--- config.mk ---
export PLATFORM = sky130hd
export DESIGN_NAME = m_dm_access_flat
export DESIGN_NICKNAME = d
export VERILOG_FILES = /design/src/rtl/m_dm_access_if.sv /design/src/rtl/m_dm_access.sv /design/src/flat_wrapper.sv
export SDC_FILE = /design/constraint.sdc
export NUM_CORES = 1
export LEC_CHECK = 0
export CAP_MARGIN = 20
export CORE_MARGIN = 2
export CORE_UTILIZATION = 25
export CTS_BUF_LIST = sky130_fd_sc_hd__clkbuf_16
export CTS_CLUSTER_SIZE = 28
export DETAILED_ROUTE_END_ITERATION = 12
export GPL_TIMING_DRIVEN = 0
export PLACE_DENSITY = 0.57
export SYNTH_ARGS = -nofsm -noshare
export SYNTH_HDL_FRONTEND = slang
export SYNTH_SLANG_ARGS = --single-unit
--- constraint.sdc ---
create_clock -name clk -period 1.6 [get_ports clk]
set_input_delay 0.16 -clock clk [delete_from_list [all_inputs] [get_ports clk]]
set_output_delay 0.16 -clock clk [all_outputs]
set_load 0.01 [all_outputs]
--- src/rtl/m_dm_access_if.sv ---
// Memory-side bus of the M-stage data-memory access unit.
// The master drives a word-aligned, byte-enabled request and holds it until
// the slave answers with bus_ack (read data valid with the ack).
interface m_dm_access_if;
  logic        bus_req;
  logic        bus_we;
  logic [31:0] bus_addr;
  logic [3:0]  bus_be;
  logic [31:0] bus_wdata;
  logic        bus_ack;
  logic [31:0] bus_rdata;

  modport master (
    output bus_req, bus_we, bus_addr, bus_be, bus_wdata,
    input  bus_ack, bus_rdata
  );

  modport slave (
    input  bus_req, bus_we, bus_addr, bus_be, bus_wdata,
    output bus_ack, bus_rdata
  );
endinterface

--- src/rtl/m_dm_access.sv ---
// M-stage data-memory access unit.
// Turns an M-stage load/store into one req/ack bus transaction, stalls the
// pipeline until the bus answers or MAX_WAIT cycles expire, and returns the
// raw aligned read word for the downstream load data processor.
// Optional feature: define MEM_ALIGN_CHECK_EN to flag misaligned word/half
// accesses (exc_adel_o / exc_ades_o) instead of issuing them to the bus.
//
// state | meaning
// ------+--------------------------------------------------------------
// IDLE  | no transaction; a valid aligned request is accepted this cycle
// WAIT  | bus_req held, counting cycles until bus_ack or timeout
// DONE  | transaction finished; stall released, rdata_valid for loads
module m_dm_access #(
  parameter int MAX_WAIT = 16
) (
  input  logic        clk,
  input  logic        reset,
  input  logic        req_valid_i,
  input  logic        req_we_i,
  input  logic [1:0]  req_sel_i,
  input  logic [31:0] req_addr_i,
  input  logic [31:0] req_wdata_i,
  output logic        stall_o,
  output logic [31:0] rdata_raw_o,
  output logic        rdata_valid_o,
  output logic        bus_timeout_o,
  output logic        exc_adel_o,
  output logic        exc_ades_o,
  m_dm_access_if.master bus
);

  localparam int CW = (MAX_WAIT < 2) ? 1 : $clog2(MAX_WAIT);

  typedef enum logic [1:0] {S_IDLE, S_WAIT, S_DONE} state_t;

  state_t      state_q;
  logic [CW-1:0] cnt_q;
  logic        bus_req_q;
  logic        bus_we_q;
  logic [31:0] bus_addr_q;
  logic [3:0]  bus_be_q;
  logic [31:0] bus_wdata_q;
  logic [31:0] rdata_raw_q;
  logic        rdata_valid_q;
  logic        bus_timeout_q;

  logic        is_half;
  logic        is_byte;
  logic [3:0]  be_d;
  logic [31:0] wdata_d;
  logic        misaligned;
  logic        idle_req;
  logic        accept;

  // Byte-lane enables and lane-replicated store data from width and address.
  always_comb begin
    is_half = (req_sel_i == 2'b01);
    is_byte = (req_sel_i == 2'b10);
    be_d    = 4'b1111;
    wdata_d = req_wdata_i;
    if (is_half) begin
      be_d    = req_addr_i[1] ? 4'b1100 : 4'b0011;
      wdata_d = {2{req_wdata_i[15:0]}};
    end else if (is_byte) begin
      be_d    = 4'b0001 << req_addr_i[1:0];
      wdata_d = {4{req_wdata_i[7:0]}};
    end
  end

`ifdef MEM_ALIGN_CHECK_EN
  // Word needs addr[1:0]==0, half needs addr[0]==0; bytes are always aligned.
  assign misaligned = (!is_half && !is_byte && (req_addr_i[1:0] != 2'b00)) ||
                      (is_half && req_addr_i[0]);
`else
  // Without checking, the low address bits below the access size are ignored.
  assign misaligned = 1'b0;
`endif

  assign idle_req   = (state_q == S_IDLE) && req_valid_i;
  assign accept     = idle_req && !misaligned;
  assign exc_adel_o = idle_req && misaligned && !req_we_i;
  assign exc_ades_o = idle_req && misaligned && req_we_i;

  // Stall rises combinationally in the accept cycle so M holds the request.
  assign stall_o = accept || (state_q == S_WAIT);

  assign rdata_raw_o   = rdata_raw_q;
  assign rdata_valid_o = rdata_valid_q;
  assign bus_timeout_o = bus_timeout_q;
  assign bus.bus_req   = bus_req_q;
  assign bus.bus_we    = bus_we_q;
  assign bus.bus_addr  = bus_addr_q;
  assign bus.bus_be    = bus_be_q;
  assign bus.bus_wdata = bus_wdata_q;

  // Transaction FSM with wait counter and registered bus/result outputs.
  always_ff @(posedge clk or negedge reset) begin
    if (!reset) begin
      state_q       <= S_IDLE;
      cnt_q         <= '0;
      bus_req_q     <= 1'b0;
      bus_we_q      <= 1'b0;
      bus_addr_q    <= 32'h0;
      bus_be_q      <= 4'h0;
      bus_wdata_q   <= 32'h0;
      rdata_raw_q   <= 32'h0;
      rdata_valid_q <= 1'b0;
      bus_timeout_q <= 1'b0;
    end else begin
      rdata_valid_q <= 1'b0;
      bus_timeout_q <= 1'b0;
      case (state_q)
        S_IDLE: begin
          if (accept) begin
            bus_req_q   <= 1'b1;
            bus_we_q    <= req_we_i;
            bus_addr_q  <= {req_addr_i[31:2], 2'b00};
            bus_be_q    <= be_d;
            bus_wdata_q <= wdata_d;
            cnt_q       <= '0;
            state_q     <= S_WAIT;
          end
        end
        S_WAIT: begin
          // An ack arriving on the last allowed cycle still completes normally.
          if (bus.bus_ack) begin
            if (!bus_we_q) begin
              rdata_raw_q   <= bus.bus_rdata;
              rdata_valid_q <= 1'b1;
            end
            bus_req_q <= 1'b0;
            state_q   <= S_DONE;
          end else if (cnt_q == CW'(MAX_WAIT - 1)) begin
            bus_timeout_q <= 1'b1;
            bus_req_q     <= 1'b0;
            state_q       <= S_DONE;
          end else begin
            cnt_q <= cnt_q + 1'b1;
          end
        end
        S_DONE: begin
          // req_valid here is the instruction just finished; never reissue it.
          state_q <= S_IDLE;
        end
        default: begin
          state_q   <= S_IDLE;
          bus_req_q <= 1'b0;
        end
      endcase
    end
  end

endmodule
--- src/flat_wrapper.sv ---
// flat-port wrapper written by rule: the top's interface ports become plain ports
module m_dm_access_flat 
#(
  parameter int MAX_WAIT = 16
)
  (clk, reset, req_valid_i, req_we_i, req_sel_i, req_addr_i, req_wdata_i, stall_o, rdata_raw_o, rdata_valid_o, bus_timeout_o, exc_adel_o, exc_ades_o, bus_bus_req, bus_bus_we, bus_bus_addr, bus_bus_be, bus_bus_wdata, bus_bus_ack, bus_bus_rdata);
  m_dm_access_if bus_i ();
  input  logic clk;
  input  logic reset;
  input  logic req_valid_i;
  input  logic req_we_i;
  input  logic [1:0] req_sel_i;
  input  logic [31:0] req_addr_i;
  input  logic [31:0] req_wdata_i;
  output logic stall_o;
  output logic [31:0] rdata_raw_o;
  output logic rdata_valid_o;
  output logic bus_timeout_o;
  output logic exc_adel_o;
  output logic exc_ades_o;
  output wire logic [$bits(bus_i.bus_req)-1:0] bus_bus_req;
  output wire logic [$bits(bus_i.bus_we)-1:0] bus_bus_we;
  output wire logic [$bits(bus_i.bus_addr)-1:0] bus_bus_addr;
  output wire logic [$bits(bus_i.bus_be)-1:0] bus_bus_be;
  output wire logic [$bits(bus_i.bus_wdata)-1:0] bus_bus_wdata;
  input wire logic [$bits(bus_i.bus_ack)-1:0] bus_bus_ack;
  input wire logic [$bits(bus_i.bus_rdata)-1:0] bus_bus_rdata;
  assign bus_bus_req = bus_i.bus_req;
  assign bus_bus_we = bus_i.bus_we;
  assign bus_bus_addr = bus_i.bus_addr;
  assign bus_bus_be = bus_i.bus_be;
  assign bus_bus_wdata = bus_i.bus_wdata;
  assign bus_i.bus_ack = bus_bus_ack;
  assign bus_i.bus_rdata = bus_bus_rdata;
  m_dm_access #(.MAX_WAIT(MAX_WAIT)) u_core (.clk(clk), .reset(reset), .req_valid_i(req_valid_i), .req_we_i(req_we_i), .req_sel_i(req_sel_i), .req_addr_i(req_addr_i), .req_wdata_i(req_wdata_i), .stall_o(stall_o), .rdata_raw_o(rdata_raw_o), .rdata_valid_o(rdata_valid_o), .bus_timeout_o(bus_timeout_o), .exc_adel_o(exc_adel_o), .exc_ades_o(exc_ades_o), .bus(bus_i));
endmodule
==> flow_summary_export.csv, run 1 <==
group,metric,value,unit
detailed_routing,route.detailed.drc,0,
synth,synth.cell_area,0.00467,sq mm
floorplan,start_util,25.7,%
setup_path,required,1830,ps
final_layout,nets,747,
sta,tightest_slew,707,ps
global_routing,grt_overflow_total,0,
detailed_routing,wl_per_cell,16.0,microns
detailed_routing,ant_nets,0,
synth,synth_seq_cells,108,
synth,ys_top_cells_by_area,"dfrtp_1, nand2_1, mux2_2",
clock_network,tritoncts,"yes",
setup_path,reg2reg_depth,5,
floorplan,die_area,0.0198,sq mm
detailed_routing,drt_first_iter_violations,152,
floorplan,io_pins,210,
pwr,power_density,1620,mW/mm^2
setup_path,worst-path-max-fanout,10,
final_layout,drive_above_1_share,14.4,%
placement,gp_congestion,0.800,
worst_hold_path,min_path_type,"input pin to register",
pwr,p_leak,3.34,nW
pwr,finalPower,12.0,mW
synth,yosysTopAreaCell,"dfrtp_1",
outcome,status,"finished, final reports clean",
placement,dp_hpwl,10600,microns
clock_network,clkTransAtPathRegs,80,ps
synth,yosysUniqueCellTypes,34,
floorplan,die_w,141,microns
job,cap_violations,0,
global_routing,antenna_found_initial,0,
setup_path,end_kind,"register",
sta,maxSlewViolCount,0,
detailed_routing,dr.pass1.iters,4,
floorplan,die_y,141,microns
sta,hold_viol_final,0,
global_routing,grt_start_max_net_pins,59,
floorplan,rows,49,
setup_path,endpoint,"u_core.rdata_raw_o[22]",
sta,fmax,644,MHz
setup_path,arrival,1790,ps
sta,fin_crit,1550,ps
synth,ys.flop_type,"dfrtp_1",
detailed_routing,via_count,3811,
setup_path,timing.rr.start,"u_core.state_q[1]",
synth,synth_cells,421,
sta,setup_violations,0,
final_layout,layout.cells.non_filler,877,
pwr,vdd.ir_drop.worst,0.491,mV
detailed_routing,vias_per_cell,4.35,
setup_path,reg2reg_to,"u_core.rdata_raw_o[22]",
clock_network,cts_buffers,9,
floorplan,design.core.area,0.0181,sq mm
sta,fin_crit_sh,97.0,%
clock_network,ctsHtreeMaxLevel,3,
sta,finClkSkew,5.92,ps
global_routing,grt_pass1_wl,21900,microns
synth,synth_edf_count,0,
synth,ys.warnings.count,0,
synth,avgSynthCellArea,11.1,sq um
setup_path,startpoint,"u_core.state_q[1]",
detailed_routing,routed_wl,14000,microns
global_routing,grt_usage,14.1,%
setup_path,startpoint_type,"register",
synth,synth_most_common_cell,"nand2_1",
setup_path,r2r_slack,50,ps
synth,yosysSeqAreaShare,57.9,%
sta,max_slew_margin,52.8,%
global_routing,grt_pass1_vias,3893,
synth,yosysTopAreaCellShare,57.9,%
setup_path,path_class,"register to register",
clock_network,root_buffer,"clkbuf_16",
synth,ys_top_cells_by_count,"nand2_1, dfrtp_1, mux2_2",
synth,async_flop_share,100,%
clock_network,cts_max_path_buffers,2,
final_layout,syn_to_final_growth,58.3,%
clock_network,cts.sinks,108,
placement,placed_cells,859,
placement,io_buffers,205,
final_layout,post-route-util,40.7,%
clock_network,worstSkewPairLatency,350,ps
final_layout,diodes,0,
sta,whs,332,ps
## where the power goes
| group | internal [mW] | switching (mW) | leakage, nW |
|---|---|---|---|
| Sequential | 3.91 | 0.666 | 1.32 |
| Combinational | 3.08 | 2.17 | 1.89 |
| Clock | 1.07 | 1.07 | 0.135 |
## area by class of cell
class | count | area, sq um
buffer | 27 | 241
clock buffer | 9 | 225
clock inverter | 7 | 52.6
fill | 1737 | 10800
inverter | 3 | 11.3
multi-input combinational | 286 | 1760
sequential | 108 | 2700
tap | 229 | 287
timing repair buffer | 208 | 2110
## registers in the layout, summed over array words and instances (netlist names)
| name | count |
|---|---|
| u_core.state_q | 2 |
| u_core.bus.bus_addr | 30 |
| u_core.bus.bus_wdata | 32 |
| u_core.bus.bus_we | 1 |
| u_core.bus.bus_be | 4 |
| u_core.rdata_valid_o | 1 |
| u_core.cnt_q | 4 |
| u_core.bus.bus_req | 1 |
| u_core.bus_timeout_o | 1 |
| u_core.rdata_raw_o | 32 |
## stage by stage
stage               setup TNS (ps)  setup WS [ps]  instance area [sq um]
floorplan                        0            117                   4680
global placement           -435360          -3850                   7020
detailed placement          -21520           -323                   7040
CTS                              0           7.27                   7350
global route                 -43.9          -8.60                   7390
finish                           0           48.2                   7390
## cells in the final DEF, fill, tap and decap left out, types with 8 or more instances in the layout
cell / netlist / final
o21ai_0: 20 / 20
clkdlybuf4s50_1: 0 / 203
o21ai_1: 8 / 8
dfrtp_1: 108 / 107
nand2_1: 145 / 145
mux2_2: 40 / 40
clkbuf_16: 0 / 9
buf_6: 6 / 10
mux2i_1: 32 / 32
buf_4: 10 / 9
## worst min-delay path by stage
stage | slack, ps | from | cells after the start | end
final | 330 | req_addr_i[30] | 3 | u_core.bus.bus_addr[30]
after global routing | 330 | req_addr_i[27] | 3 | u_core.bus.bus_addr[27]
after CTS | 310 | req_addr_i[30] | 3 | u_core.bus.bus_addr[30]
after detailed placement | 250 | reset | 1 | u_core.bus.bus_wdata[25]
after global placement | 460 | u_core.bus.bus_addr[5] | 2 | u_core.bus.bus_addr[5]
after floorplan | -140 | reset | 0 | u_core.bus.bus_addr[10]
## routing by layer
metal | GRT usage, % | vias to the layer above | wire (microns)
met5 | 0 | - | 0
met4 | 3.84 | 0 | 150
met3 | 2.85 | 7 | 659
met2 | 24.0 | 126 | 6800
met1 | 18.5 | 1844 | 6430
li1 | - | 1834 | -
## kinds of logic after synthesis
family	Yosys count	share of synthesized area, %
adder cells (fa/ha/maj)	1	0.268
flip-flops	108	57.9
AND/OR/NAND/NOR	168	15.1
buffers and inverters	30	4.74
multiplexers	72	16.5
XOR/XNOR	1	0.590
AO/OA/AOI/OAI	40	4.77
other	1	0.0803
## worst max-delay path, cell delays in order (launching register included)
cell and delay [ps]:
dfrtp_1 380, buf_6 140, and4bb_1 290, buf_6 140, buf_6 150, mux2_2 340
## timing repair
item	4_1_cts	5_1_grt
gates cloned	0	0
pin swaps	0	1
setup buffers	0	1
setup endpoints to repair	76	57
resized for setup	9	7
hold buffers	1	0
hold endpoints to repair	50	0
No activity file was read; power rests on OpenSTA's default activity.
==> run 2, diff against run 1 <==
--- a/config.mk
+++ b/config.mk
@@ -12,7 +12,7 @@
 export CTS_CLUSTER_SIZE = 28
 export DETAILED_ROUTE_END_ITERATION = 12
 export GPL_TIMING_DRIVEN = 0
-export PLACE_DENSITY = 0.57
+export PLACE_DENSITY = 0.55
 export SYNTH_ARGS = -nofsm -noshare
 export SYNTH_HDL_FRONTEND = slang
 export SYNTH_SLANG_ARGS = --single-unit
==> constraint.sdc (replaced) <==
create_clock -name clk -period 1.5 [get_ports clk]
set_input_delay 0.15 -clock clk [delete_from_list [all_inputs] [get_ports clk]]
set_output_delay 0.15 -clock clk [all_outputs]
set_load 0.01 [all_outputs]
==> run 2 against run 1 <==
The run now ends with setup timing left; worst setup slack worse by 120 ps; routed wire length grew 6.7%; clock skew grew 3.0 ps; sequential cell count unchanged; core utilization grew 3.2 points; largest cell class unchanged.
==> flow_summary_export.csv, run 2 (synthesis gave the netlist of run 1 again) <==
group,metric,value,unit
outcome,status,"complete, but fails checks",
outcome,violations,"setup timing",
final_layout,syn_to_final_growth,70.8,%
placement,dp_hpwl,10500,microns
sta,fin_setup_tns,-444,ps
final_layout,post-route-util,43.9,%
setup_path,reg2reg_depth,5,
global_routing,grt_pass1_wl,23500,microns
placement,dpl_worst_slack,-372,ps
detailed_routing,ant_nets,0,
clock_network,cts.sinks,108,
floorplan,die_w,141,microns
floorplan,die_area,0.0198,sq mm
detailed_routing,dr.pass1.iters,4,
floorplan,start_util,25.7,%
sta,tightest_slew,867,ps
final_layout,register_area,0.00271,sq mm
setup_path,worst-path-max-fanout,6,
setup_path,path_class,"register to register",
final_layout,multi_input_area,0.00204,sq mm
setup_path,r2r_slack,-70,ps
final_layout,final_common_cell,"clkdlybuf4s50_1",
floorplan,design.core.area,0.0181,sq mm
pwr,p_leak,3.72,nW
detailed_routing,wl_per_cell,16.8,microns
clock_network,clkTransAtPathRegs,70,ps
setup_path,end_kind,"register",
final_layout,diodes,0,
final_layout,nets,761,
job,cap_violations,0,
final_layout,mostFrequentLayoutCells,"clkdlybuf4s50_1, nand2_1, dfrtp_1",
sta,setup_violations,8,
placement,io_buffers,205,
clock_network,cts_buffers,9,
setup_path,endpoint,"u_core.rdata_raw_o[20]",
global_routing,grt_pass1_vias,4112,
pwr,power_density,1730,mW/mm^2
sta,fin_crit_sh,104,%
floorplan,io_pins,210,
detailed_routing,vias_per_cell,4.43,
setup_path,required,1730,ps
setup_path,arrival,1800,ps
clock_network,tritoncts,"yes",
worst_hold_path,min_path_type,"input pin to register",
detailed_routing,via_count,3946,
global_routing,antenna_found_initial,0,
clock_network,root_buffer,"clkbuf_16",
sta,max_slew_margin,42.2,%
final_layout,fill_cells,1685,
sta,fmax,638,MHz
sta,maxSlewViolCount,0,
sta,hold_viol_final,0,
global_routing,grt_usage,15.1,%
pwr,vdd.ir_drop.worst,0.646,mV
setup_path,startpoint,"u_core.bus.bus_we",
detailed_routing,routed_wl,15000,microns
setup_path,reg2reg_to,"u_core.rdata_raw_o[20]",
floorplan,rows,49,
detailed_routing,route.detailed.drc,0,
floorplan,die_y,141,microns
sta,finClkSkew,8.92,ps
setup_path,startpoint_type,"register",
placement,gp_congestion,0.778,
clock_network,cts_max_path_buffers,2,
global_routing,grt_start_max_net_pins,63,
sta,setup_ws,-67.4,ps
detailed_routing,drt_first_iter_violations,123,
pwr,finalPower,13.8,mW
clock_network,worstSkewPairLatency,350,ps
global_routing,grt_overflow_total,0,
clock_network,ctsHtreeMaxLevel,3,
sta,fin_crit,1570,ps
setup_path,timing.rr.start,"u_core.bus.bus_we",
final_layout,drive_above_1_share,22.1,%
sta,rsz0062_at_grt,"yes",
run 2: cell count changes in the layout (fill, tap and decap cells not counted), moves of 6 or more:
cell	delta
o21ai_0	-16
mux2_4	+32
dlymetal6s2s_1	+6
o21ai_2	+9
nand2_2	+16
o21ai_1	+6
buf_12	+8
mux2_2	-32
nand2_1	-25
clkdlybuf4s50_1	-7
nand2_4	+9
run 2: report_power, final:
group / switching [mW] / total [mW] / internal, mW / leakage, nW
clock: 1.13 / 2.25 / 1.12 / 0.130
combinational: 2.54 / 6.50 / 3.96 / 2.26
sequential: 0.855 / 5.03 / 4.18 / 1.32
total: 4.52 / 13.8 / 9.25 / 3.72
run 2: worst min path at each step:
| stage | from | to | cells past startpoint |
|---|---|---|---|
| after detailed placement | reset | u_core.rdata_raw_o[12] | 1 |
| after global routing | req_addr_i[7] | u_core.bus.bus_addr[7] | 3 |
| after floorplan | reset | u_core.bus.bus_addr[10] | 0 |
| final | req_addr_i[2] | u_core.bus.bus_addr[2] | 3 |
| after CTS | req_addr_i[2] | u_core.bus.bus_addr[2] | 3 |
| after global placement | u_core.bus.bus_addr[23] | u_core.bus.bus_addr[23] | 2 |
run 2: per-stage QoR:
step | cells | hold slack, ps | instance area, sq um
2_1_floorplan | 424 | -146 | 4680
3_3_place_gp | 858 | 461 | 7020
3_5_place_dp | 859 | 318 | 7040
4_1_cts | 887 | 306 | 7660
5_1_grt | 891 | 325 | 7970
6_report | 891 | 329 | 7970
run 2: routing by layer:
layer	GRT usage, %	routed length [microns]	vias to the layer above
met4	4.58	168	0
met2	24.6	7160	144
met1	20.0	6720	1925
li1	-	-	1865
met5	0	0	-
met3	3.70	935	12
run 2: final cells by class:
type	instances	area share [%]
inverter	3	0.141
buffer	25	3.72
multi-input combinational	286	25.6
sequential	108	33.9
clock inverter	7	0.565
clock buffer	9	2.83
tap	229	3.59
timing repair buffer	224	29.6
run 2: critical path, cell delays in order, from the launching register on:
cell	delay, ps
dfrtp_1	410
and4bb_1	330
buf_6	170
buf_12	120
buf_8	120
mux2_4	300
run 2: repair_timing:
action,4_1_cts,5_1_grt
pin swaps,2,18
setup buffers,9,3
hold buffers,1,0
setup endpoints to repair,103,105
gates cloned,3,5
resized for setup,51,99
hold endpoints to repair,61,0
==> run 3, diff against run 2 <==
--- a/config.mk
+++ b/config.mk
@@ -6,7 +6,7 @@
 export NUM_CORES = 1
 export LEC_CHECK = 0
 export CAP_MARGIN = 20
-export CORE_MARGIN = 2
+export CORE_MARGIN = 5
 export CORE_UTILIZATION = 25
 export CTS_BUF_LIST = sky130_fd_sc_hd__clkbuf_16
 export CTS_CLUSTER_SIZE = 28
==> run 3 against run 2 <==
The flow still finishes with violations (setup timing); die area increased by 8.7%; first-iteration DRC count up 1.6%; core utilization down 1.6 points; maximum frequency rose by 3.0%; sequential cell count unchanged; clock power grew 9.3%; critical endpoint is now u_core.bus.bus_wdata[16]; final cell count grew 0.45%; critical path type unchanged; combinational power shrank 3.2%; largest cell class unchanged; clock skew is 2.7 ps higher; register-to-register slack better by 50 ps; hold slack got worse by 9.6 ps; critical path depth up 1.
==> flow_summary_export.csv, run 3 (synthesis gave the netlist of run 1 again) <==
group,metric,value,unit
setup_path,required,1750,ps
final_layout,multi_input_area,0.00190,sq mm
global_routing,antenna_found_initial,0,
outcome,violations,"setup timing",
sta,tightest_slew,566,ps
sta,finClkSkew,11.7,ps
clock_network,ctsHtreeMaxLevel,3,
placement,io_buffers,205,
global_routing,grt_overflow_total,0,
floorplan,die_area,0.0215,sq mm
floorplan,start_util,25.2,%
job,cap_violations,0,
sta,fin_crit,1520,ps
clock_network,root_buffer,"clkbuf_16",
detailed_routing,vias_per_cell,4.36,
clock_network,tritoncts,"yes",
sta,max_slew_margin,62.3,%
setup_path,slowest_stage,"or3b_4",
placement,dp_hpwl,11000,microns
global_routing,grt_start_max_net_pins,70,
sta,hold_viol_final,0,
setup_path,end_kind,"register",
global_routing,grt_usage,13.7,%
floorplan,die_y,147,microns
floorplan,io_pins,210,
sta,setup_ws,-22.0,ps
clock_network,worstSkewPairLatency,350,ps
final_layout,mostFrequentLayoutCells,"clkdlybuf4s50_1, nand2_1, dfrtp_1",
pwr,p_leak,3.57,nW
clock_network,cts_max_path_buffers,2,
setup_path,reg2reg_to,"u_core.bus.bus_wdata[16]",
final_layout,syn_to_final_growth,67.7,%
worst_hold_path,min_path_type,"input pin to asynchronous set/reset pin",
final_layout,drive_above_1_share,18.9,%
sta,fmax,657,MHz
setup_path,reg2reg_depth,6,
detailed_routing,via_count,3903,
detailed_routing,routed_wl,15100,microns
detailed_routing,route.detailed.drc,0,
floorplan,design.core.area,0.0185,sq mm
final_layout,fill_cells,1767,
global_routing,grt_pass1_vias,4126,
floorplan,die_w,147,microns
setup_path,r2r_slack,-20,ps
detailed_routing,wl_per_cell,16.9,microns
final_layout,nets,760,
setup_path,path_buf_inv,3,
sta,rsz0062_at_grt,"yes",
sta,maxSlewViolCount,0,
pwr,power_density,1750,mW/mm^2
setup_path,timing.rr.start,"u_core.state_q[1]",
final_layout,diodes,0,
floorplan,rows,50,
sta,fin_crit_sh,101,%
clock_network,clkTransAtPathRegs,80,ps
detailed_routing,drt_first_iter_violations,125,
placement,gp_congestion,0.771,
clock_network,cts_buffers,9,
clock_network,cts.sinks,108,
global_routing,grt_pass1_wl,23300,microns
setup_path,cp_top_family,"simple AND/OR/NAND/NOR gates",
outcome,status,"complete, but fails checks",
detailed_routing,dr.pass1.iters,4,
detailed_routing,ant_nets,0,
pwr,finalPower,13.7,mW
setup_path,startpoint_type,"register",
setup_path,slowest_delay,440,ps
setup_path,worst-path-max-fanout,6,
setup_path,crit_chain,"or3b_4 -> buf_12 -> buf_16 -> clkbuf_16 -> nand2_2 -> o21ai_2",
final_layout,fin_area,0.00783,sq mm
final_layout,final_common_cell,"clkdlybuf4s50_1",
final_layout,register_area,0.00271,sq mm
placement,dpl_cell_area,0.00705,sq mm
sta,setup_violations,14,
pwr,vdd.ir_drop.worst,0.610,mV
setup_path,path_class,"register to register",
setup_path,arrival,1770,ps
## run 3: cell types whose count changed in the layout (fill, tap and decap cells not counted), moves of 4 or more
cell / previous run / this run
nand2_1: 120 / 136
mux2_2: 8 / 19
mux2_4: 32 / 21
nand2_4: 9 / 0
clkdlybuf4s50_1: 196 / 203
nand2_2: 16 / 9
dlymetal6s2s_1: 6 / 0
buf_12: 10 / 5
buf_16: 1 / 5
buf_6: 9 / 5
buf_8: 2 / 6
o21ai_1: 14 / 18
## run 3: through the flow
stage	setup TNS, ps	hold slack [ps]	cells	worst slack, ps	util, %
after CTS	-1780	304	891	-53.9	41.5
after floorplan	0	-146	424	16.6	-
after global placement	-460080	459	863	-3990	37.9
after global routing	-1830	318	895	-64.0	42.3
after detailed placement	-33210	181	864	-450	38.1
final	-88.0	320	895	-22.0	42.3
## run 3: worst max path at each step
stage                 startpoint                        to  cells after the start
2_1_floorplan  u_core.state_q[1]    u_core.rdata_raw_o[10]                      5
3_3_place_gp               reset    u_core.rdata_raw_o[21]                      1
3_5_place_dp         req_valid_i   u_core.bus.bus_addr[31]                      5
4_1_cts        u_core.state_q[1]    u_core.rdata_raw_o[21]                      5
5_1_grt        u_core.state_q[1]   u_core.bus.bus_addr[18]                      6
6_report       u_core.state_q[1]  u_core.bus.bus_wdata[16]                      6
## run 3: where the power goes
group | internal [mW] | switching (mW)
clock network | 1.31 | 1.15
registers | 4.18 | 0.741
logic | 3.78 | 2.51
total | 9.27 | 4.40
## run 3: cell type report
type	instances	share of cell area, %
clock inverter	7	0.927
timing repair buffer	222	29.8
tap	234	3.74
inverter	3	0.144
multi-input combinational	286	24.3
buffer	26	3.69
clock buffer	9	2.88
sequential	108	34.5
## run 3: timing repair
item	4_1_cts	5_1_grt
hold buffers	1	0
buffers inserted	6	3
setup endpoints to repair	101	86
resized for setup	60	33
cloned	4	2
endpoints found under the hold margin	39	0
pin swaps	1	12
## run 3: layer usage
| layer | part of all wire [%] | track usage (%) | wire (microns) |
|---|---|---|---|
| met4 | 1.7 | 5.03 | 260 |
| met2 | 50 | 23.6 | 7530 |
| met5 | 0 | 0 | 0 |
| met3 | 4.5 | 2.76 | 683 |
| met1 | 44 | 16.9 | 6640 |
